<file path="config.mk">
export PLATFORM = sky130hd
export DESIGN_NAME = simd_issue_arb_flat
export DESIGN_NICKNAME = d
export VERILOG_FILES = /design/src/rtl/simd_issue_arb_pkg.sv /design/src/rtl/simd_issue_arb_if.sv /design/src/rtl/simd_issue_arb_rr_pick.sv /design/src/rtl/simd_issue_arb.sv /design/src/flat_wrapper.sv
export SDC_FILE = /design/constraint.sdc
export NUM_CORES = 1
export LEC_CHECK = 0
export ABC_AREA = 0
export BUFFER_PORTS_ARGS = -buffer_cell sky130_fd_sc_hd__clkbuf_2
export CORE_AREA = 2 2 240 242
export CTS_BUF_LIST = sky130_fd_sc_hd__clkbuf_8
export CTS_CLUSTER_DIAMETER = 40
export DETAILED_ROUTE_END_ITERATION = 8
export DIE_AREA = 0 0 242 244
export SYNTH_ARGS = -nofsm -noshare
export SYNTH_HDL_FRONTEND = slang
export SYNTH_HIERARCHICAL = 1
export SYNTH_SLANG_ARGS = --single-unit
</file>
<file path="constraint.sdc">
create_clock -name clk -period 3.5 [get_ports clk]
set_input_delay 0.35 -clock clk [delete_from_list [all_inputs] [get_ports clk]]
set_output_delay 0.35 -clock clk [all_outputs]
set_load 0.1 [all_outputs]
</file>
<file path="src/rtl/simd_issue_arb_pkg.sv">
// Shared types and constants for the SIMD issue arbiter: op field layout,
// the unit command bundle and the in-flight shadow record.
package simd_issue_arb_pkg;
  localparam int OPW      = 13;
  localparam int DW       = 68;
  localparam int OP_FN_LO = 0;
  localparam int OP_FN_HI = 5;
  localparam int OP_WSEL  = 6;
  localparam int OP_MSEL  = 7;

  localparam logic [5:0] FN_PAND = 6'h04;
  localparam logic [5:0] FN_POR  = 6'h05;
  localparam logic [5:0] FN_PXOR = 6'h06;

  localparam logic [2:0] PTYPE_SIMD = 3'd5;

  // Shadow record is sized for up to 4 ports and the 6-bit ROB index.
  localparam int SH_IDW  = 2;
  localparam int SH_TAGW = 6;

  typedef struct packed {
    logic              vld;
    logic [SH_IDW-1:0]  id;
    logic [SH_TAGW-1:0] tag;
  } simd_shadow_t;

  typedef struct packed {
    logic [OPW-1:0] op;
    logic [DW-1:0]  a;
    logic [DW-1:0]  b;
  } simd_cmd_t;

  function automatic logic op_is_mul(input logic [OPW-1:0] op);
    return op[OP_MSEL];
  endfunction

  function automatic logic op_is_wide(input logic [OPW-1:0] op);
    return op[OP_WSEL];
  endfunction
endpackage

</file>
<file path="src/rtl/simd_issue_arb_if.sv">
// Issue-port, SIMD-unit and result-return signals of the arbiter.
interface simd_issue_arb_if
  import simd_issue_arb_pkg::*;
#(
  parameter int NREQ = 2,
  parameter int TAGW = SH_TAGW
);
  logic [NREQ-1:0]           req_vld;
  logic [NREQ-1:0][OPW-1:0]  req_op;
  logic [NREQ-1:0][DW-1:0]   req_A;
  logic [NREQ-1:0][DW-1:0]   req_B;
  logic [NREQ-1:0][TAGW-1:0] req_tag;
  logic [NREQ-1:0]           req_gnt;
  logic [NREQ-1:0]           cfg_mask;
  logic                      flush;
  logic                      simd_en;
  logic [OPW-1:0]            simd_op;
  logic [DW-1:0]             simd_A;
  logic [DW-1:0]             simd_B;
  logic [DW-1:0]             simd_res;
  logic [NREQ-1:0]           res_vld;
  logic [DW-1:0]             res_data;
  logic [TAGW-1:0]           res_tag;
  logic                      idle;

  modport slave (
    input  req_vld, req_op, req_A, req_B, req_tag, cfg_mask, flush, simd_res,
    output req_gnt, simd_en, simd_op, simd_A, simd_B, res_vld, res_data, res_tag, idle
  );

  modport master (
    output req_vld, req_op, req_A, req_B, req_tag, cfg_mask, flush, simd_res,
    input  req_gnt, simd_en, simd_op, simd_A, simd_B, res_vld, res_data, res_tag, idle
  );
endinterface

</file>
<file path="src/rtl/simd_issue_arb_rr_pick.sv">
// Round-robin priority picker: first set bit of elig at or after ptr, wrapping.
module simd_issue_arb_rr_pick #(
  parameter int N  = 2,
  parameter int IW = (N > 1) ? $clog2(N) : 1
) (
  input  logic [N-1:0]  elig,
  input  logic [IW-1:0] ptr,
  output logic [N-1:0]  gnt,
  output logic [IW-1:0] idx,
  output logic          any
);
  logic [IW:0]   s;
  logic [IW-1:0] p;

  always_comb begin
    gnt = '0;
    idx = '0;
    any = 1'b0;
    s   = '0;
    p   = '0;
    for (int k = 0; k < N; k++) begin
      // ptr < N and k < N, so one conditional subtract wraps the sum
      s = {1'b0, ptr} + (IW+1)'(k);
      if (s >= (IW+1)'(N)) s = s - (IW+1)'(N);
      p = s[IW-1:0];
      if (!any && elig[p]) begin
        any    = 1'b1;
        gnt[p] = 1'b1;
        idx    = p;
      end
    end
  end
endmodule

</file>
<file path="src/rtl/simd_issue_arb.sv">
// Shares one SIMD unit among NREQ issue ports: round-robin grant, registered
// unit drive, and a shadow pipe that returns each result to its requester.
module simd_issue_arb
  import simd_issue_arb_pkg::*;
#(
  parameter int NREQ = 2,
  parameter int LAT  = 2,
  parameter int TAGW = SH_TAGW
) (
  input  logic            clk,
  input  logic            rst,
  simd_issue_arb_if.slave bus
);
  localparam int IW = $clog2(NREQ);
  localparam int CW = $clog2(LAT + 2);

  logic [NREQ-1:0] elig, pick_gnt, res_hit;
  logic [IW-1:0]   pick_idx, rr_ptr, ptr_nxt;
  logic            pick_any, xfer, retire;
  simd_cmd_t       cmd_q, cmd_d;
  simd_shadow_t    sh_in;
  logic            en_q;
  logic [CW-1:0]   inflight;
  logic [NREQ-1:0] res_vld_q;
  logic [DW-1:0]   res_data_q;
  logic [TAGW-1:0] res_tag_q;

  // Stage 0 is written alongside simd_en; stages 1..LAT follow the unit's
  // internal pipe, so stage LAT lines up with simd_res.
  simd_shadow_t    sh_pipe [LAT:0];

  assign elig = bus.req_vld & ~bus.cfg_mask;

  simd_issue_arb_rr_pick #(.N(NREQ), .IW(IW)) u_pick (
    .elig (elig),
    .ptr  (rr_ptr),
    .gnt  (pick_gnt),
    .idx  (pick_idx),
    .any  (pick_any)
  );

  assign bus.req_gnt = (bus.flush || !rst) ? '0 : pick_gnt;
  assign xfer        = pick_any && !bus.flush;
  assign retire      = sh_pipe[LAT].vld;

  always_comb begin
    cmd_d   = '{op: bus.req_op[pick_idx], a: bus.req_A[pick_idx], b: bus.req_B[pick_idx]};
    sh_in   = '0;
    if (xfer) begin
      sh_in.vld = 1'b1;
      sh_in.id  = SH_IDW'(pick_idx);
      sh_in.tag = SH_TAGW'(bus.req_tag[pick_idx]);
    end
    ptr_nxt = (pick_idx == IW'(NREQ-1)) ? '0 : pick_idx + 1'b1;
    res_hit = '0;
    for (int i = 0; i < NREQ; i++) res_hit[i] = (sh_pipe[LAT].id == SH_IDW'(i));
  end

  always_ff @(posedge clk or negedge rst) begin
    if (!rst) begin
      en_q       <= 1'b0;
      cmd_q      <= '0;
      rr_ptr     <= '0;
      inflight   <= '0;
      res_vld_q  <= '0;
      res_data_q <= '0;
      res_tag_q  <= '0;
      for (int k = 0; k <= LAT; k++) sh_pipe[k] <= '0;
    end else begin
      en_q <= xfer;
      if (xfer) begin
        cmd_q  <= cmd_d;
        rr_ptr <= ptr_nxt;
      end
      sh_pipe[0] <= sh_in;
      for (int k = 1; k <= LAT; k++) sh_pipe[k] <= bus.flush ? '0 : sh_pipe[k-1];
      inflight  <= bus.flush ? '0 : inflight + CW'(xfer) - CW'(retire);
      res_vld_q <= (retire && !bus.flush) ? res_hit : '0;
      if (retire && !bus.flush) begin
        res_data_q <= bus.simd_res;
        res_tag_q  <= TAGW'(sh_pipe[LAT].tag);
      end
    end
  end

  assign bus.simd_en  = en_q;
  assign bus.simd_op  = cmd_q.op;
  assign bus.simd_A   = cmd_q.a;
  assign bus.simd_B   = cmd_q.b;
  assign bus.res_vld  = res_vld_q;
  assign bus.res_data = res_data_q;
  assign bus.res_tag  = res_tag_q;
  assign bus.idle     = (inflight == '0) && !en_q;
endmodule

</file>
<file path="src/flat_wrapper.sv">
// flat-port wrapper written by rule: the top's interface ports become plain ports
module simd_issue_arb_flat import simd_issue_arb_pkg::*;
#(
  parameter int NREQ = 2,
  parameter int LAT  = 2,
  parameter int TAGW = SH_TAGW
)
  (clk, rst, bus_req_vld, bus_req_op, bus_req_A, bus_req_B, bus_req_tag, bus_cfg_mask, bus_flush, bus_simd_res, bus_req_gnt, bus_simd_en, bus_simd_op, bus_simd_A, bus_simd_B, bus_res_vld, bus_res_data, bus_res_tag, bus_idle);
  simd_issue_arb_if #(.NREQ(NREQ), .TAGW(TAGW)) bus_i ();
  input  logic clk;
  input  logic rst;
  input wire logic [$bits(bus_i.req_vld)-1:0] bus_req_vld;
  input wire logic [$bits(bus_i.req_op)-1:0] bus_req_op;
  input wire logic [$bits(bus_i.req_A)-1:0] bus_req_A;
  input wire logic [$bits(bus_i.req_B)-1:0] bus_req_B;
  input wire logic [$bits(bus_i.req_tag)-1:0] bus_req_tag;
  input wire logic [$bits(bus_i.cfg_mask)-1:0] bus_cfg_mask;
  input wire logic [$bits(bus_i.flush)-1:0] bus_flush;
  input wire logic [$bits(bus_i.simd_res)-1:0] bus_simd_res;
  output wire logic [$bits(bus_i.req_gnt)-1:0] bus_req_gnt;
  output wire logic [$bits(bus_i.simd_en)-1:0] bus_simd_en;
  output wire logic [$bits(bus_i.simd_op)-1:0] bus_simd_op;
  output wire logic [$bits(bus_i.simd_A)-1:0] bus_simd_A;
  output wire logic [$bits(bus_i.simd_B)-1:0] bus_simd_B;
  output wire logic [$bits(bus_i.res_vld)-1:0] bus_res_vld;
  output wire logic [$bits(bus_i.res_data)-1:0] bus_res_data;
  output wire logic [$bits(bus_i.res_tag)-1:0] bus_res_tag;
  output wire logic [$bits(bus_i.idle)-1:0] bus_idle;
  assign bus_i.req_vld = bus_req_vld;
  assign bus_i.req_op = bus_req_op;
  assign bus_i.req_A = bus_req_A;
  assign bus_i.req_B = bus_req_B;
  assign bus_i.req_tag = bus_req_tag;
  assign bus_i.cfg_mask = bus_cfg_mask;
  assign bus_i.flush = bus_flush;
  assign bus_i.simd_res = bus_simd_res;
  assign bus_req_gnt = bus_i.req_gnt;
  assign bus_simd_en = bus_i.simd_en;
  assign bus_simd_op = bus_i.simd_op;
  assign bus_simd_A = bus_i.simd_A;
  assign bus_simd_B = bus_i.simd_B;
  assign bus_res_vld = bus_i.res_vld;
  assign bus_res_data = bus_i.res_data;
  assign bus_res_tag = bus_i.res_tag;
  assign bus_idle = bus_i.idle;
  simd_issue_arb #(.NREQ(NREQ), .LAT(LAT), .TAGW(TAGW)) u_core (.clk(clk), .rst(rst), .bus(bus_i));
endmodule
</file>
## Yosys cells after proc, flatten, opt, wreduce, memory -nomap -nowiden

Index checks and enable logic that the tools add are counted.

| operators by class | value |
|---|---|
| $lt $le $gt $ge | 7 |
| bitwise logic cells | 3 |
| mux-type cells | 31 |
| reduce and logical (&&, ||, !) cells | 13 |
| add/sub/neg operators | 6 |
| eq/ne operators | 1 |

Operators with widths:

| operator | count |
|---|---|
| 2-to-1 mux 68 bit | 4 |
| 2-to-1 mux 9 bit | 3 |
| 2-to-1 mux 13 bit | 2 |
| 2-to-1 mux 1 bit | 13 |
| 2-to-1 mux 6 bit | 2 |
| 2-to-1 mux 2 bit | 5 |
| logical AND 1 bit | 6 |
| less-than comparator 1 x 2 -> 1 bit (second input constant) | 3 |
| logical NOT 1 bit | 4 |
| logical NOT 2 bit | 2 |
| adder 1 x 1 -> 2 bit (second input constant) | 1 |
| adder 2 x 1 -> 2 bit | 1 |
| AND 2 bit | 1 |
| demux 1 bit (select 1 bit) | 2 |
| == test 2 x 1 -> 1 bit (second input constant) | 1 |
| greater-or-equal comparator 1 bit (second input constant) | 2 |
| greater-or-equal comparator 1 x 2 -> 1 bit (second input constant) | 1 |
| greater-or-equal comparator 2 bit (second input constant) | 1 |
| NOT 2 bit | 1 |
| OR 2 bit | 1 |
| subtractor 1 bit (second input constant) | 2 |
| subtractor 2 x 1 -> 2 bit | 1 |
| adder 1 bit (second input constant) | 1 |
| logical OR 1 bit | 1 |

| storage, ports and cells | value |
|---|---|
| output and inout bits | 229 |
| register bits | 256 |
| bits of input ports | 385 |
| word-level logic and storage cells | 79 |

## Logic depth before layout (Yosys ltp)

| logic depth | value |
|---|---|
| depth in word-level cells | 12 |
| depth in mapped cells | 9 |
| mapped depth without buffers | 7 |

## Cells and area by module

Netlist, hierarchy kept.

By module, submodules not included:

| module | area an instance (µm²) | times used | cells an instance |
|---|---|---|---|
| simd_issue_arb | 11,606.1 | 1 | 716 |
| simd_issue_arb_rr_pick | 32.5 | 1 | 5 |

## Worst setup path after synthesis

OpenSTA, ideal clock, no wires.

| timing path | value |
|---|---|
| path type | reg2out |
| from | reg u_core.en_q (netlist: u_core/bus.simd_en) |
| to | out bus_idle |
| cell stages (with the launch flop) | 2 |
| setup slack | 199 ps |
| arrival time | 2,951 ps |
| buffers on the path | 0 |
| path through | dfrtp_1 -> nor3_1 |

| between the ends | value |
|---|---|
| word-level cells in the longest chain between the ends | 2 |

Ends and longest elaborated chain:

| item | line | source |
|---|---|---|
| start: declaration | simd_issue_arb.sv:22 | `logic en_q;` |
| start signal: assignment | simd_issue_arb.sv:70 | `en_q <= xfer;` |
| logical NOT 1 bit | simd_issue_arb.sv:93 | `assign bus.idle = (inflight == '0) && !en_q;` |
| logical AND 1 bit | simd_issue_arb.sv:93 |  |
| end: declaration | flat_wrapper.sv:28 | `output wire logic [$bits(bus_i.idle)-1:0] bus_idle;` |

No other way between the ends.

## Worst setup path after layout

| timing path | value |
|---|---|
| from | in rst |
| to | out bus_req_gnt[1] |

| between the ends | value |
|---|---|
| word-level cells in the longest chain between the ends | 3 |

Ends and longest elaborated chain:

| item | line | source |
|---|---|---|
| start: declaration | flat_wrapper.sv:11 | `input logic rst;` |
| logical NOT 1 bit | simd_issue_arb.sv:42 | `assign bus.req_gnt = (bus.flush \|\| !rst) ? '0 : pick_gnt;` |
| logical OR 1 bit | simd_issue_arb.sv:42 |  |
| 2-to-1 mux 2 bit | simd_issue_arb.sv:42 |  |
| end: declaration | flat_wrapper.sv:20 | `output wire logic [$bits(bus_i.req_gnt)-1:0] bus_req_gnt;` |

No other way between the ends.

==> flow_metrics.py <==
metrics = {
    "clock_tree": {
        "clock_latency_ps": 620,
        "cts.clk_slew.worst_paths_ps": 60,
        "ctsLongestPathBuffers": 3,
        "cts-root-buf": "clkbuf_8",
        "cts_tree": "built",
        "htree_levels": 2,
        "cts_made_buffers": 55,
        "clock-sinks": 252,
    },
    "worst_setup_path": {
        "cp.required_ps": 3150,
        "rr_worst_depth": 6,
        "setup.worst_path.start_class": "primary input",
        "reg2reg_slack_ps": 1080,
        "critPathArrivalTime_ps": 2080,
        "crit_slowest_cell": "dlygate4sd3_1",
        "critical-path-top-delay-family": "buffers and inverters",
        "cp-startpoint": "rst",
        "max_stage_delay_ps": 560,
        "r2r-end": "u_core/sh_pipe[0]",
        "timing.rr.start": "u_core/rr_ptr",
        "cp_num_buf_inv": 3,
        "worstSetupEndpointType": "primary output",
        "crit_chain": "dlygate4sd3_1 -> buf_8 -> and3b_1 -> clkbuf_2",
        "worstPathMaxFanout": 58,
        "path_class": "primary input to primary output",
        "worst-path-stages": 4,
        "crit_end": "bus_req_gnt[1]",
    },
    "logic_synthesis": {
        "synth-compound-area-share_pct": 0.194,
        "ys_ff_latch": 252,
        "synth_xor_area_share_pct": 0.194,
        "synth.distinct_cells": 22,
        "seq_area_frac_synth_pct": 54.2,
        "postSynthAreaPerCell_um2": 16.1,
        "synth_top_family_by_area": "multiplexers",
        "synth_fa_ha_area_share_pct": 0.215,
        "synthesis.nets": 1108,
        "synth.cell_area_um2": 11600,
        "synthMuxAreaShare_pct": 39.5,
        "syn-instance-count": 721,
        "ys_warn_count": 6,
        "synth-simple-area-share_pct": 1.83,
    },
    "die": {
        "dieArea_um2": 59000,
        "core.rowCount": 87,
        "die_h_um": 244,
        "core_area_um2": 56200,
        "die_x_um": 242,
        "io_pins": 614,
        "start_util_pct": 20.7,
    },
    "drt": {
        "drc_errors": 0,
        "dr.pass1.iters": 4,
        "vias": 8694,
        "vias_per_cell": 3.87,
        "ant_nets": 0,
        "wl_per_cell_um": 15.5,
        "drt_iter0_markers": 277,
        "routed_wl_um": 34900,
    },
    "placed_design": {
        "port_buffers": 613,
        "gp_congestion": 0.847,
        "hpwl_um": 25300,
    },
    "cells_and_area": {
        "final_net_count": 1833,
        "multi_input_area_um2": 4900,
        "seq_area_um2": 6310,
        "fillers": 5665,
        "syn2layout_area_growth_pct": 50.7,
        "drive_gt1_share_pct": 73.6,
        "layout_commonest_cell": "clkbuf_2",
        "layout_common_cells": "clkbuf_2, mux2_2, dfrtp_1",
        "diodes": 0,
    },
    "global_routing": {
        "antenna_found_initial": 1,
        "grt_pass1_vias": 9714,
        "grt_max_degree": 146,
        "grt_pass1_wl_um": 53300,
        "overflow": 0,
        "grt.total_usage_pct": 11.3,
    },
    "timing": {
        "period_minus_slack_ps": 2430,
        "skew_ps": 11.4,
        "final-max-slew-violation-count": 0,
        "finalCritPeriodShare_pct": 69.3,
        "rsz0062_at_grt": "no",
        "worst_slew_pin_slew_ps": 965,
        "setup-tns-final_ps": 0,
        "setup_viol": 0,
        "slew_headroom_pct": 35.6,
        "hold_violations": 0,
        "fmax_ghz": 0.412,
        "holdWs_ps": 87.7,
    },
    "power": {
        "power_density_nw_per_um2": 779,
        "p_leak_nw": 8.72,
        "ir_drop_uv": 475,
    },
    "hold_path": {
        "min_from": "bus_req_B[133]",
        "hold_class": "primary input to flip-flop",
    },
    "flow_run": {
        "drv_cap": 0,
    },
    "run_status": {
        "outcome": "completed",
    },
}
-- sequential cells by signal, indices dropped and copies added (netlist names) --
name	flops
u_core/bus.simd_en	1
u_core/sh_pipe	22
u_core/bus.simd_A	68
u_core/bus.simd_B	68
u_core/retire	1
u_core/bus.res_tag	6
u_core/bus.res_vld	2
u_core/bus.simd_op	13
u_core/bus.res_data	68
u_core/inflight	2
u_core/rr_ptr	1
-- worst min-delay path by stage --
stage,end,slack [ps],cells past startpoint
final,u_core/bus.simd_B[65],90,3
after global routing,u_core/bus.simd_A[58],30,3
after CTS,u_core/bus.simd_A[58],10,3
after detailed placement,u_core/bus.simd_A[22],310,1
after global placement,u_core/bus.simd_A[22],310,1
after floorplan,u_core/bus.res_data[0],50,0
-- tightest hold or removal path, delay by kind of cell --
| family | cells | cell delay, ps |
|---|---|---|
| buffers and inverters | 1 | 70 |
| muxes | 2 | 260 |
-- layer usage --
metal  routed length (um)  up-vias  GRT usage [%]
met1                13800     4214           13.0
met2                17600      370           19.5
met5                    0        -              0
met3                 2330       79           3.20
li1                     -     4031              -
met4                 1240        0           5.03
-- layout make-up --
type                    count  area share (%)
clock buffers              68            5.34
clock inverters            35            1.82
inverters                   5           0.150
multi-input cells         420            27.9
flip-flops and latches    252            36.0
well taps                 756            5.39
repair buffers            712            23.4
-- stage by stage --
step / util (%) / instance area, um2 / instances / worst slack, ps / total power [W]
floorplan: - / 11600 / 721 / 199 / 0.00889
global placement: 27.6 / 15500 / 2065 / 1040 / 0.0100
detailed placement: 27.6 / 15500 / 2065 / 987 / 0.0100
CTS: 31.2 / 17500 / 2248 / 1040 / 0.0138
global route: 31.2 / 17500 / 2248 / 985 / 0.0142
finish: 31.2 / 17500 / 2248 / 1070 / 0.0137
-- power by group --
group | switching (W) | internal, W | total [W]
Combinational | 0.00496 | 0.00129 | 0.00624
Sequential | 0.000332 | 0.00349 | 0.00382
Clock | 0.00145 | 0.00215 | 0.00360
-- synthesized netlist by cell type --
cell / number / share of area [%]
mux2_2: 282 / 27
dfrtp_1: 252 / 54
mux2_4: 90 / 12
nor2b_1: 21 / 1.1
buf_2: 20 / 0.86
buf_12: 10 / 1.7
buf_6: 7 / 0.68
mux2i_1: 7 / 0.60
nor2_1: 7 / 0.23
buf_4: 4 / 0.26
inv_1: 4 / 0.13
a21boi_0: 3 / 0.19
and2_1: 2 / 0.11
and3b_1: 2 / 0.15
clkbuf_1: 2 / 0.065
ha_1: 2 / 0.21
buf_8: 1 / 0.13
inv_4: 1 / 0.054
nand2b_4: 1 / 0.12
nor3_1: 1 / 0.043
or2_1: 1 / 0.054
xnor3_1: 1 / 0.19
-- cell families after synthesis --
group,Yosys count
multiplexers,379
AND/OR/NAND/NOR,35
adder cells (fa/ha/maj),2
flip-flops,252
buffers and inverters,49
AO/OA/AOI/OAI,3
XOR/XNOR,1
-- timing repair --
action,4_1_cts,5_1_grt
endpoints found under the hold margin,128,0
gates resized for setup,0,0
buffers inserted,0,0
hold buffers,80,0
No activity file was read; power rests on OpenSTA's default activity.
